**src/rtl/pdm_sample_feeder_if.sv**
```systemverilog
// Sample stream handshake from the bus/DMA side into the PDM sample feeder.
interface pdm_sample_feeder_if #(
    parameter int unsigned SAMPLE_WIDTH = 8
);
    logic [SAMPLE_WIDTH-1:0] in_data;
    logic                    in_valid;
    logic                    in_ready;

    modport master (output in_data, output in_valid, input in_ready);
    modport slave  (input in_data, input in_valid, output in_ready);
endinterface

```
**src/rtl/pdm_sample_feeder.sv**
```systemverilog
// Rate-controlled sample source for the PDM: FIFO-buffered input, one sample per
// divider tick with zero-order hold, midscale silence and sticky flag on starvation.
module pdm_sample_feeder #(
    parameter int unsigned SAMPLE_WIDTH    = 8,
    parameter int unsigned FIFO_DEPTH_LOG2 = 4,
    parameter int unsigned DIV_WIDTH       = 16
) (
    input  logic                       clk,
    input  logic                       reset,
    pdm_sample_feeder_if.slave         bus,
    input  logic [DIV_WIDTH-1:0]       rate_div,
    input  logic                       enable,
    input  logic                       underrun_clr,
    output logic [SAMPLE_WIDTH-1:0]    sample,
    output logic                       sample_strobe,
    output logic [FIFO_DEPTH_LOG2:0]   fifo_level,
    output logic                       underrun
);
    localparam int unsigned DEPTH   = 1 << FIFO_DEPTH_LOG2;
    localparam int unsigned LEVEL_W = FIFO_DEPTH_LOG2 + 1;
    localparam logic [LEVEL_W-1:0]      LEVEL_FULL = LEVEL_W'(DEPTH);
    localparam logic [SAMPLE_WIDTH-1:0] MIDSCALE   = {1'b1, {(SAMPLE_WIDTH-1){1'b0}}};

    logic [SAMPLE_WIDTH-1:0]    mem [DEPTH];
    logic [FIFO_DEPTH_LOG2-1:0] wr_ptr;
    logic [FIFO_DEPTH_LOG2-1:0] rd_ptr;
    logic [LEVEL_W-1:0]         level;
    logic [LEVEL_W-1:0]         level_next;
    logic                       ready_q;
    logic [DIV_WIDTH-1:0]       div_cnt;

    logic push;
    logic pop;
    logic tick;

    assign bus.in_ready = ready_q;
    assign fifo_level   = level;

    // Handshake, tick and occupancy decode from registered state.
    always_comb begin
        push       = bus.in_valid && ready_q;
        tick       = enable && (div_cnt == rate_div);
        pop        = tick && (level != '0);
        level_next = level;
        case ({push, pop})
            2'b10:   level_next = level + LEVEL_W'(1);
            2'b01:   level_next = level - LEVEL_W'(1);
            default: level_next = level;
        endcase
    end

    // Storage carries no reset; only pointers and level define its contents.
    always_ff @(posedge clk) begin
        if (push) begin
            mem[wr_ptr] <= bus.in_data;
        end
    end

    always_ff @(posedge clk or negedge reset) begin
        if (!reset) begin
            wr_ptr        <= '0;
            rd_ptr        <= '0;
            level         <= '0;
            ready_q       <= 1'b1;
            div_cnt       <= '0;
            sample        <= MIDSCALE;
            sample_strobe <= 1'b0;
            underrun      <= 1'b0;
        end else begin
            if (push) begin
                wr_ptr <= wr_ptr + FIFO_DEPTH_LOG2'(1);
            end
            if (pop) begin
                rd_ptr <= rd_ptr + FIFO_DEPTH_LOG2'(1);
            end
            level   <= level_next;
            ready_q <= (level_next != LEVEL_FULL);

            if (!enable || tick) begin
                div_cnt <= '0;
            end else begin
                div_cnt <= div_cnt + DIV_WIDTH'(1);
            end

            sample_strobe <= tick;
            if (tick) begin
                sample <= pop ? mem[rd_ptr] : MIDSCALE;
            end

            // A starved tick outranks a concurrent clear.
            if (tick && !pop) begin
                underrun <= 1'b1;
            end else if (underrun_clr) begin
                underrun <= 1'b0;
            end
        end
    end
endmodule

```
**src/flat_wrapper.sv**
```systemverilog
// flat-port wrapper written by rule: the top's interface ports become plain ports
module pdm_sample_feeder_flat 
#(
    parameter int unsigned SAMPLE_WIDTH    = 8,
    parameter int unsigned FIFO_DEPTH_LOG2 = 4,
    parameter int unsigned DIV_WIDTH       = 16
)
  (clk, reset, rate_div, enable, underrun_clr, sample, sample_strobe, fifo_level, underrun, bus_in_data, bus_in_valid, bus_in_ready);
  pdm_sample_feeder_if #(.SAMPLE_WIDTH(SAMPLE_WIDTH)) bus_i ();
  input  logic clk;
  input  logic reset;
  input  logic [DIV_WIDTH-1:0] rate_div;
  input  logic enable;
  input  logic underrun_clr;
  output logic [SAMPLE_WIDTH-1:0] sample;
  output logic sample_strobe;
  output logic [FIFO_DEPTH_LOG2:0] fifo_level;
  output logic underrun;
  input wire logic [$bits(bus_i.in_data)-1:0] bus_in_data;
  input wire logic [$bits(bus_i.in_valid)-1:0] bus_in_valid;
  output wire logic [$bits(bus_i.in_ready)-1:0] bus_in_ready;
  assign bus_i.in_data = bus_in_data;
  assign bus_i.in_valid = bus_in_valid;
  assign bus_in_ready = bus_i.in_ready;
  pdm_sample_feeder #(.SAMPLE_WIDTH(SAMPLE_WIDTH), .FIFO_DEPTH_LOG2(FIFO_DEPTH_LOG2), .DIV_WIDTH(DIV_WIDTH)) u_core (.clk(clk), .reset(reset), .bus(bus_i), .rate_div(rate_div), .enable(enable), .underrun_clr(underrun_clr), .sample(sample), .sample_strobe(sample_strobe), .fifo_level(fifo_level), .underrun(underrun));
endmodule
```
**config.mk**
```make
export PLATFORM = sky130hd
export DESIGN_NAME = pdm_sample_feeder_flat
export DESIGN_NICKNAME = d
export VERILOG_FILES = /design/src/rtl/pdm_sample_feeder_if.sv /design/src/rtl/pdm_sample_feeder.sv /design/src/flat_wrapper.sv
export SDC_FILE = /design/constraint.sdc
export NUM_CORES = 1
export LEC_CHECK = 0
export ABC_AREA = 1
export ABC_CLOCK_PERIOD_IN_PS = 4500
export CELL_PAD_IN_SITES_DETAIL_PLACEMENT = 0
export CELL_PAD_IN_SITES_GLOBAL_PLACEMENT = 2
export CORE_ASPECT_RATIO = 0.75
export CORE_MARGIN = 3
export CORE_UTILIZATION = 43
export CTS_BUF_LIST = sky130_fd_sc_hd__clkbuf_4 sky130_fd_sc_hd__clkbuf_8
export DETAILED_ROUTE_END_ITERATION = 7
export HOLD_SLACK_MARGIN = 0.03
export PLACE_DENSITY_LB_ADDON = 0.1
export SYNTH_ARGS = -nofsm -noshare
export SYNTH_HDL_FRONTEND = slang
export SYNTH_SLANG_ARGS = --single-unit
```
**constraint.sdc**
```tcl
create_clock -name clk -period 4.5 [get_ports clk]
set_input_delay 1.35 -clock clk [delete_from_list [all_inputs] [get_ports clk]]
set_output_delay 1.35 -clock clk [all_outputs]
set_load 0.01 [all_outputs]
```
==> flow_metrics.tcl <==
set metrics [dict create \
    antenna_found_initial 0 \
    ys_types 33 \
    layout_commonest_cell "nand2_1" \
    cts_buffers 17 \
    required_ns 4.87 \
    seq_area_um2 4850 \
    avgSynthCellArea_um2 9.87 \
    worst_slew_pin_slew_ns 0.957 \
    cts_setup_buffers 0 \
    final_core_util_pct 50.4 \
    power.internal_uw 2510 \
    ctsHoldBuffers 0 \
    post-route-period-util_pct 82.9 \
    syn-instance-count 760 \
    yosysTopAreaCell "edfxtp_1" \
    ys_warn_count 0 \
    period_needed_ns 3.73 \
    final_cell_mix "nand2_1, edfxtp_1, nand3_1" \
    critPathCaptureType "flop" \
    synth_nets 800 \
    leakagePower_uw 0.00351 \
    relSlewSlack_pct 36.2 \
    num_antenna_cells 0 \
    pwr-share-seq_pct 55.5 \
    dieArea_um2 19100 \
    fin_nets 844 \
    core_um2 17000 \
    total_power_uw 3440 \
    cts_tree "built" \
    clk_pin_slew_ns 0.09 \
    place.gp.congestion 0.795 \
    root_buffer "clkbuf_8" \
    synthToLayoutAreaGrowth_pct 14.1 \
    grt_remaining_overflow 0 \
    setup_viol 0 \
    die_height_um 120 \
    seq_area_frac_synth_pct 64.6 \
    grt_max_degree 67 \
    swShare_pct 27.2 \
    nFillCells 1567 \
    multi_input_area_um2 2280 \
    clkPwrFrac_pct 30.8 \
    finalSetupTns_ns 0 \
    rows 41 \
    skew_ns 0.0120 \
    start_util_pct 44.2 \
    critical_path_class "in -> reg" \
    hpwl_mm 11.0 \
    wl_per_cell_um 16.3 \
    p_sw_uw 936 \
    ant_nets 0 \
    synth.top_cell.area_share_pct 51.2 \
    max-vdd-ir-drop_uv 224 \
    combPwrFrac_pct 13.7 \
    num_io_pins 45 \
    slew_violations 0 \
    layout-drive-gt1-share_pct 6.98 \
    avgViaCountPerCell 4.88 \
    powerDensity_nw_per_um2 402 \
    drc 0 \
    drtPass1Iterations 5 \
    grt_usage_pct 19.0 \
    clock_latency_ns 0.45 \
    post_cts_resized 0 \
    outcome "complete, no violations" \
    ys_ff_latch 168 \
    rsz0062_at_grt "no" \
    crit_fanout 5 \
    synthesis.area_um2 7500 \
    synth_area_leaders "edfxtp_1, nand2_1, dfrtp_1" \
    vias 5136 \
    grt_pass1_vias 4894 \
    finalHoldViolations 0 \
    arrival_ns 4.10 \
    hold_class "reg -> reg" \
    cts_buffer_depth 2 \
    io_buffer_count 44 \
    clock_sinks 168 \
    fp.dieW_um 159 \
    grt_pass1_wl_mm 27.2 \
    drt-initial-drc-count 482 \
    drv_cap 0 \
    clock.fmax_mhz 268 \
    start_kind "input port" \
    routed_wl_mm 17.1 \
    cts_max_level 4 \
]
## stage by stage
step	cells	area (um^2)	worst slack [ns]	hold slack [ns]
6_report	1053	8560	0.769	0.485
5_1_grt	1053	8560	0.461	0.502
4_1_cts	1053	8560	0.778	0.495
3_5_place_dp	1021	8170	0.305	0.477
3_3_place_gp	1021	8170	0.348	0.466
2_1_floorplan	760	7500	1.27	0.470
## cell type report
class / instances / area share, %
Multi-Input combinational cell: 500 / 26.6
Sequential cell: 168 / 56.7
Inverter: 64 / 2.81
Tap cell: 236 / 3.45
Timing Repair Buffer: 53 / 5.88
Clock inverter: 14 / 1.75
Clock buffer: 18 / 2.82
## routing by layer
layer,track usage [%],up-vias,wire (um),share of wire [%]
met2,27.9,129,7580,44
li1,-,2584,-,-
met4,6.13,0,185,1.1
met1,28.8,2411,8550,50
met5,0,-,0,0
met3,3.26,12,829,4.8
## registers in the layout, summed over array words and instances, names as in the netlist
name / count
u_core.rd_ptr: 4
u_core.div_cnt: 16
u_core.underrun: 1
u_core.sample: 8
u_core.bus.in_ready: 1
u_core.mem: 128
u_core.fifo_level: 5
u_core.sample_strobe: 1
u_core.wr_ptr: 4
## synthesized netlist by cell type
master	instances
clkbuf_1	8
dfrtp_1	38
nand3_1	108
or2_2	1
nor3_2	1
ha_1	10
buf_6	1
buf_4	1
buf_1	4
o211ai_1	1
dfstp_2	2
nand4_1	4
nand2_2	1
inv_2	3
a21oi_1	5
nor3_1	8
edfxtp_1	128
inv_1	59
clkinv_1	2
nand3_2	1
nand2_1	277
o22ai_1	2
fa_1	1
xor2_1	10
mux2i_1	1
nor2_2	1
nand3b_1	1
o21ai_0	7
nand2_4	1
xnor2_1	2
nor2_1	54
buf_2	14
nor2_4	3
## critical path: stages
cell,delay (ns)
clkdlybuf4s50_1,0.48
inv_1,0.04
nand2_1,0.05
nand2_1,0.05
nor2_1,0.18
nand2_1,0.13
nor2_4,0.17
nand4_1,0.25
inv_1,0.15
ha_1,0.29
ha_1,0.30
nand2_1,0.08
nand2_1,0.05
a21oi_1,0.15
xor2_1,0.16
nand2_1,0.06
nand2_1,0.07
nand3_1,0.08
## cell families (layout without fill, tap and decap cells)
group                    Yosys count  count (layout)  share of synthesized area, %
multiplexers                       1               1                         0.133
flip-flops                       168             168                          64.6
AO/OA/AOI/OAI                     15              15                          1.07
buffers and inverters             92             149                          4.99
XOR/XNOR                          12              12                          1.40
AND/OR/NAND/NOR                  461             461                          25.9
adder cells (fa/ha/maj)           11              11                          1.93
## final timing paths
kind | from | end | slack (ns) | cells after the start
max | rate_div[2] | u_core.bus.in_ready | 0.77 | 18
max in group asynchronous | reset | u_core.rd_ptr[0] | 2.79 | 1
max reg2reg | u_core.fifo_level[1] | u_core.bus.in_ready | 1.33 | 13
min | u_core.sample[7] | u_core.sample[7] | 0.49 | 2
min reg2reg | u_core.sample[7] | u_core.sample[7] | 0.49 | 2
min in group asynchronous | reset | u_core.div_cnt[2] | 1.03 | 1
## power by group through the flow
stage          Clock, uW  Combinational [uW]  Sequential (uW)
2_1_floorplan          0                 267             1940
3_3_place_gp           0                 470             1940
3_5_place_dp           0                 477             1950
4_1_cts             1090                 479             1910
5_1_grt             1160                 537             1930
6_report            1060                 471             1910
Power figures use the tool's default switching activity.
